==> src/rtl/mem_arbiter.sv <==
// Two-port memory arbiter: fetch (IF) and data (DM) share one fixed-latency memory port.
// Optional macro ARB_ROUND_ROBIN_EN selects round-robin conflict resolution (default: DM wins).
module mem_arbiter #(
  parameter int unsigned AWIDTH      = 32,
  parameter int unsigned DWIDTH      = 32,
  parameter int unsigned MEM_LATENCY = 1
) (
  input  logic              clk,
  input  logic              rst,
  input  logic              if_req_i,
  input  logic [AWIDTH-1:0] if_addr_i,
  output logic              if_gnt_o,
  output logic              if_rvalid_o,
  output logic [DWIDTH-1:0] if_rdata_o,
  input  logic              dm_req_i,
  input  logic              dm_we_i,
  input  logic [AWIDTH-1:0] dm_addr_i,
  input  logic [DWIDTH-1:0] dm_wdata_i,
  output logic              dm_gnt_o,
  output logic              dm_rvalid_o,
  output logic [DWIDTH-1:0] dm_rdata_o,
  output logic [AWIDTH-1:0] mem_addr_o,
  output logic [DWIDTH-1:0] mem_wdata_o,
  output logic              mem_read_en_o,
  output logic              mem_write_en_o,
  input  logic [DWIDTH-1:0] mem_rdata_i,
  output logic              busy_o
);

  localparam int unsigned CW = $clog2(MEM_LATENCY + 1);
  localparam logic [CW-1:0] LatCnt = CW'(MEM_LATENCY);
  localparam logic [CW-1:0] OneCnt = CW'(1);

  typedef enum logic {StIdle, StBusy} state_e;
  typedef enum logic {OwnIf, OwnDm} owner_e;

  state_e          state_q, state_d;
  owner_e          owner_q, owner_d;
  logic [CW-1:0]   cnt_q, cnt_d;

  logic rsp_due;
  logic issue_ok;
  logic pick_dm;
  logic grant_if;
  logic grant_dm;
  logic issue_read;

`ifdef ARB_ROUND_ROBIN_EN
  owner_e last_q, last_d;
`endif

  // Final BUSY cycle: read data is on mem_rdata_i and the port may be reused.
  assign rsp_due  = (state_q == StBusy) && (cnt_q == LatCnt);
  assign issue_ok = (state_q == StIdle) || rsp_due;

  always_comb begin
    pick_dm = 1'b0;
    if (dm_req_i && !if_req_i) begin
      pick_dm = 1'b1;
    end else if (dm_req_i && if_req_i) begin
`ifdef ARB_ROUND_ROBIN_EN
      pick_dm = (last_q == OwnIf);
`else
      pick_dm = 1'b1;
`endif
    end
  end

  // Grants are suppressed while reset is held so every output reads 0.
  assign grant_dm   = !rst && issue_ok && dm_req_i && pick_dm;
  assign grant_if   = !rst && issue_ok && if_req_i && !pick_dm;
  assign issue_read = grant_if || (grant_dm && !dm_we_i);

  always_comb begin
    if_gnt_o       = grant_if;
    dm_gnt_o       = grant_dm;
    mem_addr_o     = '0;
    mem_wdata_o    = '0;
    mem_read_en_o  = 1'b0;
    mem_write_en_o = 1'b0;
    if (grant_if) begin
      mem_addr_o    = if_addr_i;
      mem_read_en_o = 1'b1;
    end else if (grant_dm) begin
      mem_addr_o = dm_addr_i;
      if (dm_we_i) begin
        mem_wdata_o    = dm_wdata_i;
        mem_write_en_o = 1'b1;
      end else begin
        mem_read_en_o = 1'b1;
      end
    end
  end

  always_comb begin
    if_rvalid_o = 1'b0;
    dm_rvalid_o = 1'b0;
    if_rdata_o  = '0;
    dm_rdata_o  = '0;
    if (rsp_due && !rst) begin
      if (owner_q == OwnIf) begin
        if_rvalid_o = 1'b1;
        if_rdata_o  = mem_rdata_i;
      end else begin
        dm_rvalid_o = 1'b1;
        dm_rdata_o  = mem_rdata_i;
      end
    end
  end

  assign busy_o = (state_q == StBusy);

  always_comb begin
    state_d = state_q;
    owner_d = owner_q;
    cnt_d   = cnt_q;
    unique case (state_q)
      StIdle: begin
        if (issue_read) begin
          state_d = StBusy;
          owner_d = grant_dm ? OwnDm : OwnIf;
          cnt_d   = OneCnt;
        end
      end
      StBusy: begin
        if (!rsp_due) begin
          cnt_d = cnt_q + OneCnt;
        end else if (issue_read) begin
          owner_d = grant_dm ? OwnDm : OwnIf;
          cnt_d   = OneCnt;
        end else begin
          state_d = StIdle;
          cnt_d   = '0;
        end
      end
      default: begin
        state_d = StIdle;
        cnt_d   = '0;
      end
    endcase
  end

`ifdef ARB_ROUND_ROBIN_EN
  always_comb begin
    last_d = last_q;
    if (grant_if) begin
      last_d = OwnIf;
    end else if (grant_dm) begin
      last_d = OwnDm;
    end
  end

  // Reset to "DM granted last" so IF wins the first conflict.
  always_ff @(posedge clk or posedge rst) begin
    if (rst) begin
      last_q <= OwnDm;
    end else begin
      last_q <= last_d;
    end
  end
`endif

  always_ff @(posedge clk or posedge rst) begin
    if (rst) begin
      state_q <= StIdle;
      owner_q <= OwnIf;
      cnt_q   <= '0;
    end else begin
      state_q <= state_d;
      owner_q <= owner_d;
      cnt_q   <= cnt_d;
    end
  end

endmodule
==> config.mk <==
export PLATFORM = sky130hd
export DESIGN_NAME = mem_arbiter
export DESIGN_NICKNAME = d
export VERILOG_FILES = /design/src/rtl/mem_arbiter.sv
export SDC_FILE = /design/constraint.sdc
export NUM_CORES = 1
export LEC_CHECK = 0
export CORE_AREA = 2 2 103 105
export DETAILED_ROUTE_END_ITERATION = 7
export DIE_AREA = 0 0 105 107
export HOLD_SLACK_MARGIN = 0.06
export SLEW_MARGIN = 5
export SYNTH_ARGS = -nofsm -noshare
export SYNTH_HDL_FRONTEND = slang
export SYNTH_SLANG_ARGS = --single-unit
==> constraint.sdc <==
create_clock -name clk -period 6.2 [get_ports clk]
set_input_delay 1.86 -clock clk [delete_from_list [all_inputs] [get_ports clk]]
set_output_delay 1.86 -clock clk [all_outputs]
set_load 0.02 [all_outputs]
==> out/results.ini <==
[setup_path]
cp_cell_sequence=clkdlybuf4s50_1, nor4b_4, buf_12, a22o_1, clkdlybuf4s50_1
cp_max_fo=37
worst-path-buf-inv=3
cp-end-kind=output pin
crit_path_start_kind=primary input
crit_required_ns=4.34
cpPeakStageDelay_ns=0.61
crit_type=primary input to output pin
cp_slowest_cell=clkdlybuf4s50_1
path_delay_family=buffers and inverters
cp.arrival_ns=3.86
cpMostUsedCell=clkdlybuf4s50_1

[sta]
setup_viol=0
final.setup_skew_ns=0.003555
rsz0062_at_grt=no
worst_slew_pin_slew_ns=0.3891
max_freq_mhz=174.9
slew_headroom=0.7398
setup_slack_ns=0.4819
post-route-min-period_ns=5.718
report.final.hold_viol_count=0
min_period_over_period=0.9223
fin_setup_tns_ns=0
drv_slew=0

[drt]
ant_nets=0
first_iter_violations=83
drc_errors=0
routed_wl_mm=7.482
drt-wirelength-per-cell_um=13.38
vias=2159
firstDrtPassIters=4
via_per_inst=3.862

[global_route]
grt_max_degree=38
first_global_vias=2241
grt_use_total=0.1215
grt_first_pass_wirelength_mm=11.19
gr-total-overflow=0
antenna_found_initial=0

[finish]
fin_area_um2=4054
fin_cells=559
fin_nets=557
antenna_cells=0
area_delta_synth_final_pct=242.5
drive_gt1_frac=0.03310
layout_commonest_cell=clkdlybuf4s50_1
final_cell_mix=clkdlybuf4s50_1 (267), and2_1 (96), a22o_1 (32)
final_util=0.4017

[power_and_ir_drop]
p_per_area_nw_per_um2=116.8
power.switching_fraction=0.3906
comb_power_share=0.808
ir_worst_vdd_uv=53.67
p_seq_frac=0.073
power_leakage_nw=1.543
p_int_mw=0.2886
p_switching_mw=0.1850
pwr-share-clk=0.119

[synthesis]
ys_ff_latch=3
synth_cell_types=17
ys_warn_count=0
synth_top_area_share=0.5074
avgSynthCellArea_um2=7.262
syn_nets=296
synthCells=163
synth_top_area_cell=and2_1
seq_area_frac_synth=0.06342
netlist_area_um2=1184
synthTopCellsByArea=and2_1 (51%), a22o_1 (24%), dfrtp_1 (6.3%), buf_6 (2.9%), buf_2 (2.5%)

[cts]
clockRootBuffer=clkbuf_8
cts.path.max_buffers=2
cts_tree=built
ctsHoldBuffers=0
cts_buffers=3
cts.sinks=3
postCtsSetupRepairBufs=0
post_cts_resize_count=0
clk-insertion-delay-late_ns=0.22
clk_pin_slew_ns=0.03
htree_num_levels=1

[placement]
portBuffers=267
dpl.cell_count=555
dp_slack_ns=0.4777
placed_cell_area_um2=4009
post-dp-hpwl_mm=6.449
gp_congestion=0.7456

[status]
outcome=finished clean

[floorplanning]
num_io_pins=268
core_um2=10090
die_area_um2=11240
die_h_um=107
initial_core_util=0.1173
num_rows=37
dieWidth_um=105

[min_path]
hold_path.class=flip-flop to flip-flop

[flow_run]
maxCapViolations=0

-- tightest hold or removal path: cells and delay by family, from the launching register on --
kind / cells / cell delay [ns]
buf+inv: 1 / 0.10
compound gates: 1 / 0.07
flops: 1 / 0.38
-- metrics by stage --
stage               power, mW  hold WS, ns
global route           0.5035       0.6347
detailed placement     0.4230       0.6098
floorplan              0.2005       0.5036
global placement       0.4195       0.5903
CTS                    0.4820       0.6179
finish                 0.4736       0.6064
-- synth_stat cells --
cell type / count
and2_1: 96
nor3_2: 1
nand2_1: 2
a211o_1: 2
a22o_1: 32
nor4b_4: 1
nor3_1: 2
xor2_1: 1
nor3b_4: 1
buf_2: 6
inv_1: 3
o2bb2ai_1: 1
a21o_1: 1
nor2b_4: 1
clkbuf_1: 7
buf_6: 3
dfrtp_1: 3
-- registers in the layout, summed over array words and instances, names as in the netlist --
| register | count |
|---|---|
| busy_o | 1 |
| cnt_q | 1 |
| owner_q | 1 |
-- power by group through the flow --
stage / combinational [mW] / clock, mW / sequential (mW)
6_report: 0.383 / 0.0561 / 0.0346
5_1_grt: 0.407 / 0.0605 / 0.0357
3_3_place_gp: 0.385 / 0 / 0.0345
2_1_floorplan: 0.165 / 0 / 0.0358
4_1_cts: 0.389 / 0.0580 / 0.0349
3_5_place_dp: 0.388 / 0 / 0.0349
-- layer usage --
layer  vias to the layer above  track usage  part of all wire
met5                         -            0                 0
met4                         0      0.03143            0.0091
met3                         6      0.03830              0.11
met2                       138       0.2486              0.55
met1                       945       0.1152              0.33
li1                       1070            -                 -
-- worst paths after layout --
| path | from | endpoint | slack [ns] | cells past startpoint |
|---|---|---|---|---|
| min in group asynchronous | rst | owner_q | 2.10 | 2 |
| max reg2reg | busy_o | busy_o | 4.88 | 4 |
| max | rst | mem_addr_o[7] | 0.48 | 5 |
| min | owner_q | owner_q | 0.61 | 2 |
| min reg2reg | owner_q | owner_q | 0.61 | 2 |
| max in group asynchronous | rst | cnt_q | 3.95 | 2 |
-- cell type report --
class | instances | area [um^2]
well taps | 136 | 170.2
flip-flops and latches | 3 | 75.07
multi-input cells | 141 | 1017
fillers | 1070 | 6038
inverters | 3 | 11.26
clock buffers | 4 | 45.04
repair buffers | 272 | 2735
-- logic make-up (layout without fill, tap and decap cells) --
kind of cell / count (synthesis) / after routing / synth area share
buffers and inverters: 19 / 279 / 0.08563
flip-flops: 3 / 3 / 0.06342
AO/OA/AOI/OAI: 36 / 36 / 0.2653
AND/OR/NAND/NOR: 104 / 104 / 0.5782
XOR/XNOR: 1 / 1 / 0.007401
Note: power is estimated with default switching activity, not from simulation.
